File: src/rtl/multi_pio.sv
// multi_pio: Avalon-MM PIO with IN_WIDTH synchronised, debounced, edge-captured
// inputs, OUT_WIDTH outputs and per-hart masked edge interrupts.
// Optional feature macro: MULTI_PIO_DEBOUNCE_EN (per-bit debounce counters).
// Without it the debounced input is the synchroniser output directly.
module multi_pio #(
    parameter int                   IN_WIDTH        = 4,
    parameter int                   OUT_WIDTH       = 4,
    parameter int                   NUM_HARTS       = 2,
    parameter int                   DEBOUNCE_CYCLES = 50000,
    parameter logic [IN_WIDTH-1:0]  IN_RESET        = {IN_WIDTH{1'b0}},
    parameter logic [OUT_WIDTH-1:0] OUT_RESET       = {OUT_WIDTH{1'b0}}
) (
    input  logic                 clk_clk,
    input  logic                 reset_reset,
    input  logic [3:0]           avs_address,
    input  logic                 avs_read,
    input  logic                 avs_write,
    input  logic [31:0]          avs_writedata,
    output logic [31:0]          avs_readdata,
    input  logic [IN_WIDTH-1:0]  pio_in_export,
    output logic [OUT_WIDTH-1:0] pio_out_export,
    output logic [NUM_HARTS-1:0] irq
);

    localparam logic [3:0] ADDR_DATA_IN  = 4'd0;
    localparam logic [3:0] ADDR_DATA_OUT = 4'd1;
    localparam logic [3:0] ADDR_SET_OUT  = 4'd2;
    localparam logic [3:0] ADDR_CLR_OUT  = 4'd3;
    localparam logic [3:0] ADDR_EDGE_CAP = 4'd4;
    localparam logic [3:0] ADDR_EDGE_POL = 4'd5;
    localparam int         MASK_BASE     = 6;
    localparam logic [IN_WIDTH-1:0] IN_ZERO = {IN_WIDTH{1'b0}};

    logic [IN_WIDTH-1:0]                sync1_q, sync1_d, sync2_q, sync2_d;
    logic [IN_WIDTH-1:0]                cap_q, cap_d, pol_q, pol_d;
    logic [NUM_HARTS-1:0][IN_WIDTH-1:0] mask_q, mask_d;
    logic [OUT_WIDTH-1:0]               out_q, out_d;
    logic [NUM_HARTS-1:0]               irq_q, irq_d;
    logic [31:0]                        rdata_q, rdata_d;

    logic [IN_WIDTH-1:0]  stable_cur_s, stable_nxt_s;
    logic [IN_WIDTH-1:0]  edge_s, w1c_s, wd_in_s;
    logic [OUT_WIDTH-1:0] wd_out_s;
    logic [31:0]          rd_mux_s;
    logic                 unused_wd_s;

    assign wd_in_s     = avs_writedata[IN_WIDTH-1:0];
    assign wd_out_s    = avs_writedata[OUT_WIDTH-1:0];
    assign unused_wd_s = ^avs_writedata;

    // Two-stage synchroniser for the raw asynchronous pins
    always_comb begin
        sync1_d = pio_in_export;
        sync2_d = sync1_q;
    end

`ifdef MULTI_PIO_DEBOUNCE_EN
    localparam int CNT_W = (DEBOUNCE_CYCLES > 1) ? $clog2(DEBOUNCE_CYCLES) : 1;
    localparam logic [CNT_W-1:0] CNT_LAST = CNT_W'(DEBOUNCE_CYCLES - 1);
    localparam logic [CNT_W-1:0] CNT_ONE  = CNT_W'(1);
    localparam logic [CNT_W-1:0] CNT_ZERO = {CNT_W{1'b0}};

    logic [IN_WIDTH-1:0][CNT_W-1:0] cnt_q, cnt_d;
    logic [IN_WIDTH-1:0]            stable_q, stable_d;

    // Per-bit debounce: accept a new level only after it has differed long enough
    always_comb begin
        for (int i = 0; i < IN_WIDTH; i++) begin
            if (sync2_q[i] == stable_q[i]) begin
                cnt_d[i]    = CNT_ZERO;
                stable_d[i] = stable_q[i];
            end else if (cnt_q[i] == CNT_LAST) begin
                cnt_d[i]    = CNT_ZERO;
                stable_d[i] = sync2_q[i];
            end else begin
                cnt_d[i]    = cnt_q[i] + CNT_ONE;
                stable_d[i] = stable_q[i];
            end
        end
    end

    // Debounce counters and accepted input levels
    always_ff @(posedge clk_clk) begin
        if (reset_reset) begin
            for (int i = 0; i < IN_WIDTH; i++) begin
                cnt_q[i] <= CNT_ZERO;
            end
            stable_q <= IN_RESET;
        end else begin
            cnt_q    <= cnt_d;
            stable_q <= stable_d;
        end
    end

    assign stable_cur_s = stable_q;
    assign stable_nxt_s = stable_d;
`else
    assign stable_cur_s = sync2_q;
    assign stable_nxt_s = sync2_d;
`endif

    // Edge detect, register writes, read mux and interrupt combine
    always_comb begin
        // Selected-direction edges of the accepted input at this clock edge
        edge_s = ((stable_nxt_s & ~stable_cur_s) & ~pol_q) |
                 ((~stable_nxt_s & stable_cur_s) & pol_q);
        w1c_s  = (avs_write && (avs_address == ADDR_EDGE_CAP)) ? wd_in_s : IN_ZERO;
        // A new edge wins over a simultaneous clear
        cap_d  = (cap_q & ~w1c_s) | edge_s;

        out_d = out_q;
        pol_d = pol_q;
        if (avs_write) begin
            case (avs_address)
                ADDR_DATA_OUT: out_d = wd_out_s;
                ADDR_SET_OUT:  out_d = out_q | wd_out_s;
                ADDR_CLR_OUT:  out_d = out_q & ~wd_out_s;
                ADDR_EDGE_POL: pol_d = wd_in_s;
                default:       out_d = out_q;
            endcase
        end else begin
            out_d = out_q;
        end

        for (int h = 0; h < NUM_HARTS; h++) begin
            if (avs_write && (avs_address == 4'(MASK_BASE + h))) begin
                mask_d[h] = wd_in_s;
            end else begin
                mask_d[h] = mask_q[h];
            end
            irq_d[h] = |(cap_q & mask_q[h]);
        end

        // Reads see the state before any same-cycle write
        rd_mux_s = 32'h0000_0000;
        case (avs_address)
            ADDR_DATA_IN:  rd_mux_s = 32'(stable_cur_s);
            ADDR_DATA_OUT: rd_mux_s = 32'(out_q);
            ADDR_EDGE_CAP: rd_mux_s = 32'(cap_q);
            ADDR_EDGE_POL: rd_mux_s = 32'(pol_q);
            default: begin
                for (int h = 0; h < NUM_HARTS; h++) begin
                    if (avs_address == 4'(MASK_BASE + h)) begin
                        rd_mux_s = 32'(mask_q[h]);
                    end else begin
                        rd_mux_s = rd_mux_s;
                    end
                end
            end
        endcase

        if (avs_read) begin
            rdata_d = rd_mux_s;
        end else begin
            rdata_d = rdata_q;
        end
    end

    // State registers with synchronous reset
    always_ff @(posedge clk_clk) begin
        if (reset_reset) begin
            sync1_q <= IN_RESET;
            sync2_q <= IN_RESET;
            cap_q   <= IN_ZERO;
            pol_q   <= IN_ZERO;
            for (int h = 0; h < NUM_HARTS; h++) begin
                mask_q[h] <= IN_ZERO;
            end
            out_q   <= OUT_RESET;
            irq_q   <= {NUM_HARTS{1'b0}};
            rdata_q <= 32'h0000_0000;
        end else begin
            sync1_q <= sync1_d;
            sync2_q <= sync2_d;
            cap_q   <= cap_d;
            pol_q   <= pol_d;
            mask_q  <= mask_d;
            out_q   <= out_d;
            irq_q   <= irq_d;
            rdata_q <= rdata_d;
        end
    end

    assign avs_readdata   = rdata_q;
    assign pio_out_export = out_q;
    assign irq            = irq_q;

endmodule

File: config.mk
export PLATFORM = sky130hd
export DESIGN_NAME = multi_pio
export DESIGN_NICKNAME = d
export VERILOG_FILES = /design/src/rtl/multi_pio.sv
export SDC_FILE = /design/constraint.sdc
export NUM_CORES = 1
export LEC_CHECK = 0
export ABC_AREA = 1
export CAP_MARGIN = 0
export CORE_ASPECT_RATIO = 1.25
export CORE_MARGIN = 1.5
export CORE_UTILIZATION = 41
export DETAILED_ROUTE_END_ITERATION = 8
export PLACE_DENSITY = 0.86
export SYNTH_ARGS = -nofsm -noshare
export SYNTH_HDL_FRONTEND = slang
export SYNTH_SLANG_ARGS = --single-unit
File: constraint.sdc
create_clock -name clk_clk -period 1.25 [get_ports clk_clk]
set_input_delay 0.125 -clock clk_clk [delete_from_list [all_inputs] [get_ports clk_clk]]
set_output_delay 0.125 -clock clk_clk [all_outputs]
set_load 0.005 [all_outputs]
==> flow_metrics.tcl <==
set metrics [dict create \
    fin_nets 340 \
    routed_wl_mm 4.05 \
    place.gp.congestion 0.901 \
    startpoint_type "register" \
    timing.critical_path.fanout_max 1 \
    ctsHoldBuffers 0 \
    cts.path.max_buffers 2 \
    io_buffers 25 \
    synthDistinctLibCells 21 \
    path_clk_slew_ns 0.06 \
    fp.dieArea_um2 4800 \
    slew_viol_final 0 \
    max-cap-violations 0 \
    cp.buffers_inverters 1 \
    critPathArrivalTime_ns 1.09 \
    power_mw 2.39 \
    cpLargestDelayFamily "buffers and inverters" \
    antenna_found_initial 0 \
    setup_viol 0 \
    endpoint "irq[1]" \
    r2r-start "pio_out_export[2]$_SDFFE_PP0P_" \
    power.density_nw_per_um2 1060 \
    routedWlPerCell_um 11.5 \
    io_pins 82 \
    hpwl_mm 2.94 \
    num_antenna_cells 0 \
    hold_class "primary input to register" \
    crit_path_max_incr_delay_ns 0.49 \
    cp_slowest_cell "clkdlybuf4s50_1" \
    syn-cell-area_um2 1800 \
    htree_levels 2 \
    cp_num_cells 1 \
    hold_ws_ns 0.342 \
    die_h_um 77.1 \
    grt-ovfl-total 0 \
    met3WireLength_um 288 \
    ir_worst_vdd_v 0.000483 \
    async_flop_share 0 \
    yosys_warnings 0 \
    hold_viol_final 0 \
    synth_top_area_frac 0.378 \
    synth_area_leaders "dfxtp_1, buf_4, nand2_1, inv_1, o21ai_0" \
    ys_ff_latch 34 \
    timing.rr.end "avs_readdata[2]$_SDFFE_PP0P_" \
    top_layer "met4" \
    core_area_um2 4160 \
    synth_common_cells "nand2_1, inv_1, dfxtp_1" \
    grt_pass1_wl_mm 6.80 \
    leakagePower_nw 1.05 \
    drt_iter0_markers 100 \
    firstDrtPassIters 4 \
    cts_buffers 5 \
    crit_type "register to primary output" \
    layout_min_cycle_time_ns 1.21 \
    critPathCaptureType "primary output" \
    reg2regPathDepth 7 \
    crit_start "irq[1]$_SDFF_PP0_" \
    worstSkewPairLatency_ns 0.29 \
    cp_cell_sequence "clkdlybuf4s50_1" \
    fin_crit_sh 0.969 \
    clock_skew_ns 0.00762 \
    synth_ff_type "dfxtp_1" \
    initial_core_util 0.433 \
    route.vias.total 1701 \
    placed_area_um2 2100 \
    grtUsageTotal 0.178 \
    wl_met1_mm 1.59 \
    fin_area_um2 2250 \
    die_w_um 62.3 \
    met2_length_mm 1.96 \
    grt_pass1_vias 1544 \
    cts_sinks 34 \
    outcome "finished clean" \
    clockRootBuffer "clkbuf_8" \
    r2r_slack_ns 0.30 \
    fmax_mhz 826 \
    synth_cells 251 \
    syn_avg_cell_area_um2 7.18 \
    yosysTopAreaCell "dfxtp_1" \
    grt_max_degree 19 \
    num_rows 26 \
    cts_tree "yes" \
    via_per_inst 4.82 \
    cp.required_ns 1.12 \
    drc 0 \
    rsz0062_at_grt "false" \
    area_growth_pct 24.7 \
    synthMostInstantiatedCell "nand2_1" \
    yosysSeqAreaShare 0.378 \
    drive_gt1_frac 0.162 \
    synth_edf_count 0 \
    drtAntennaViolNets 0 \
]
## logic make-up (layout without fill, tap and decap cells)
family                 after synthesis  after routing  share of synthesized area
AND/OR/NAND/NOR                     93             93                      0.247
buffers and inverters               71             90                      0.215
AO/OA/AOI/OAI                       52             52                      0.158
flip-flops                          34             34                      0.378
other                                1             28                    0.00208
## metrics by stage
stage	instances	utilization	setup slack, ns	setup TNS (ns)
after floorplan	278	-	0.255	0
after global placement	342	0.504	-0.276	-4.99
after detailed placement	342	0.504	-0.351	-5.69
after CTS	353	0.535	0.00724	0
after global routing	353	0.540	0.0196	0
final	353	0.540	0.0387	0
## registers in the layout, indices dropped and copies added, names as in the netlist
name and count:
mask_q 8, avs_readdata 4, cap_q 4, pio_out_export 4, pol_q 4, stable_cur_s 4, stable_nxt_s 4, irq 2
## cells in the final DEF (no fill, tap or decap)
cell type        count
nand2_1             37
inv_1               36
dfxtp_1             30
conb_1              28
nand3_1             21
o21ai_0             20
nor2_1              20
buf_4               19
a21oi_1             16
clkdlybuf4s50_1     13
clkbuf_8             8
dlygate4sd2_1        7
dlymetal6s2s_1       5
nor2_4               4
o21ai_1              4
o22ai_1              4
nand4_1              4
a21oi_2              4
a31oi_1              4
dfxtp_2              4
nand2_2              3
inv_2                2
nor2_2               2
nand4_4              1
nand3_2              1
## area by class of cell
| cell class | instances | area, um2 |
|---|---|---|
| Sequential cell | 34 | 686 |
| Fill cell | 418 | 1920 |
| Clock buffer | 8 | 110 |
| Inverter | 38 | 143 |
| Timing Repair Buffer | 44 | 397 |
| Multi-Input combinational cell | 173 | 842 |
| Tap cell | 56 | 70.1 |
## worst min path at each step
stage | start | cells after the start | end
detailed placement | stable_nxt_s[1]$_SDFF_PP0_ | 2 | stable_cur_s[1]$_SDFF_PP0_
global placement | stable_nxt_s[2]$_SDFF_PP0_ | 2 | stable_cur_s[2]$_SDFF_PP0_
CTS | pio_in_export[0] | 3 | stable_nxt_s[0]$_SDFF_PP0_
global route | pio_in_export[3] | 3 | stable_nxt_s[3]$_SDFF_PP0_
finish | pio_in_export[0] | 3 | stable_nxt_s[0]$_SDFF_PP0_
floorplan | pio_in_export[0] | 2 | stable_nxt_s[0]$_SDFF_PP0_
## where the power goes
group	internal (mW)	switching, mW	leakage [nW]
logic	0.125	0.167	0.715
clock network	0.556	0.396	0.0575
registers	1.12	0.0261	0.279
total	1.80	0.590	1.05
## metal layers
layer,track usage,vias up
met3,0.0367,19
met4,0.136,0
met1,0.195,762
li1,-,842
met5,0,-
met2,0.301,78
## what timing repair did
item / 4_1_cts / 5_1_grt
pin swaps: 1 / 2
gates resized for setup: 11 / 12
endpoints found under the setup margin: 12 / 17
setup buffers: 3 / 0
endpoints found under the hold margin: 0 / 0
No activity file was read; power rests on OpenSTA's default activity.
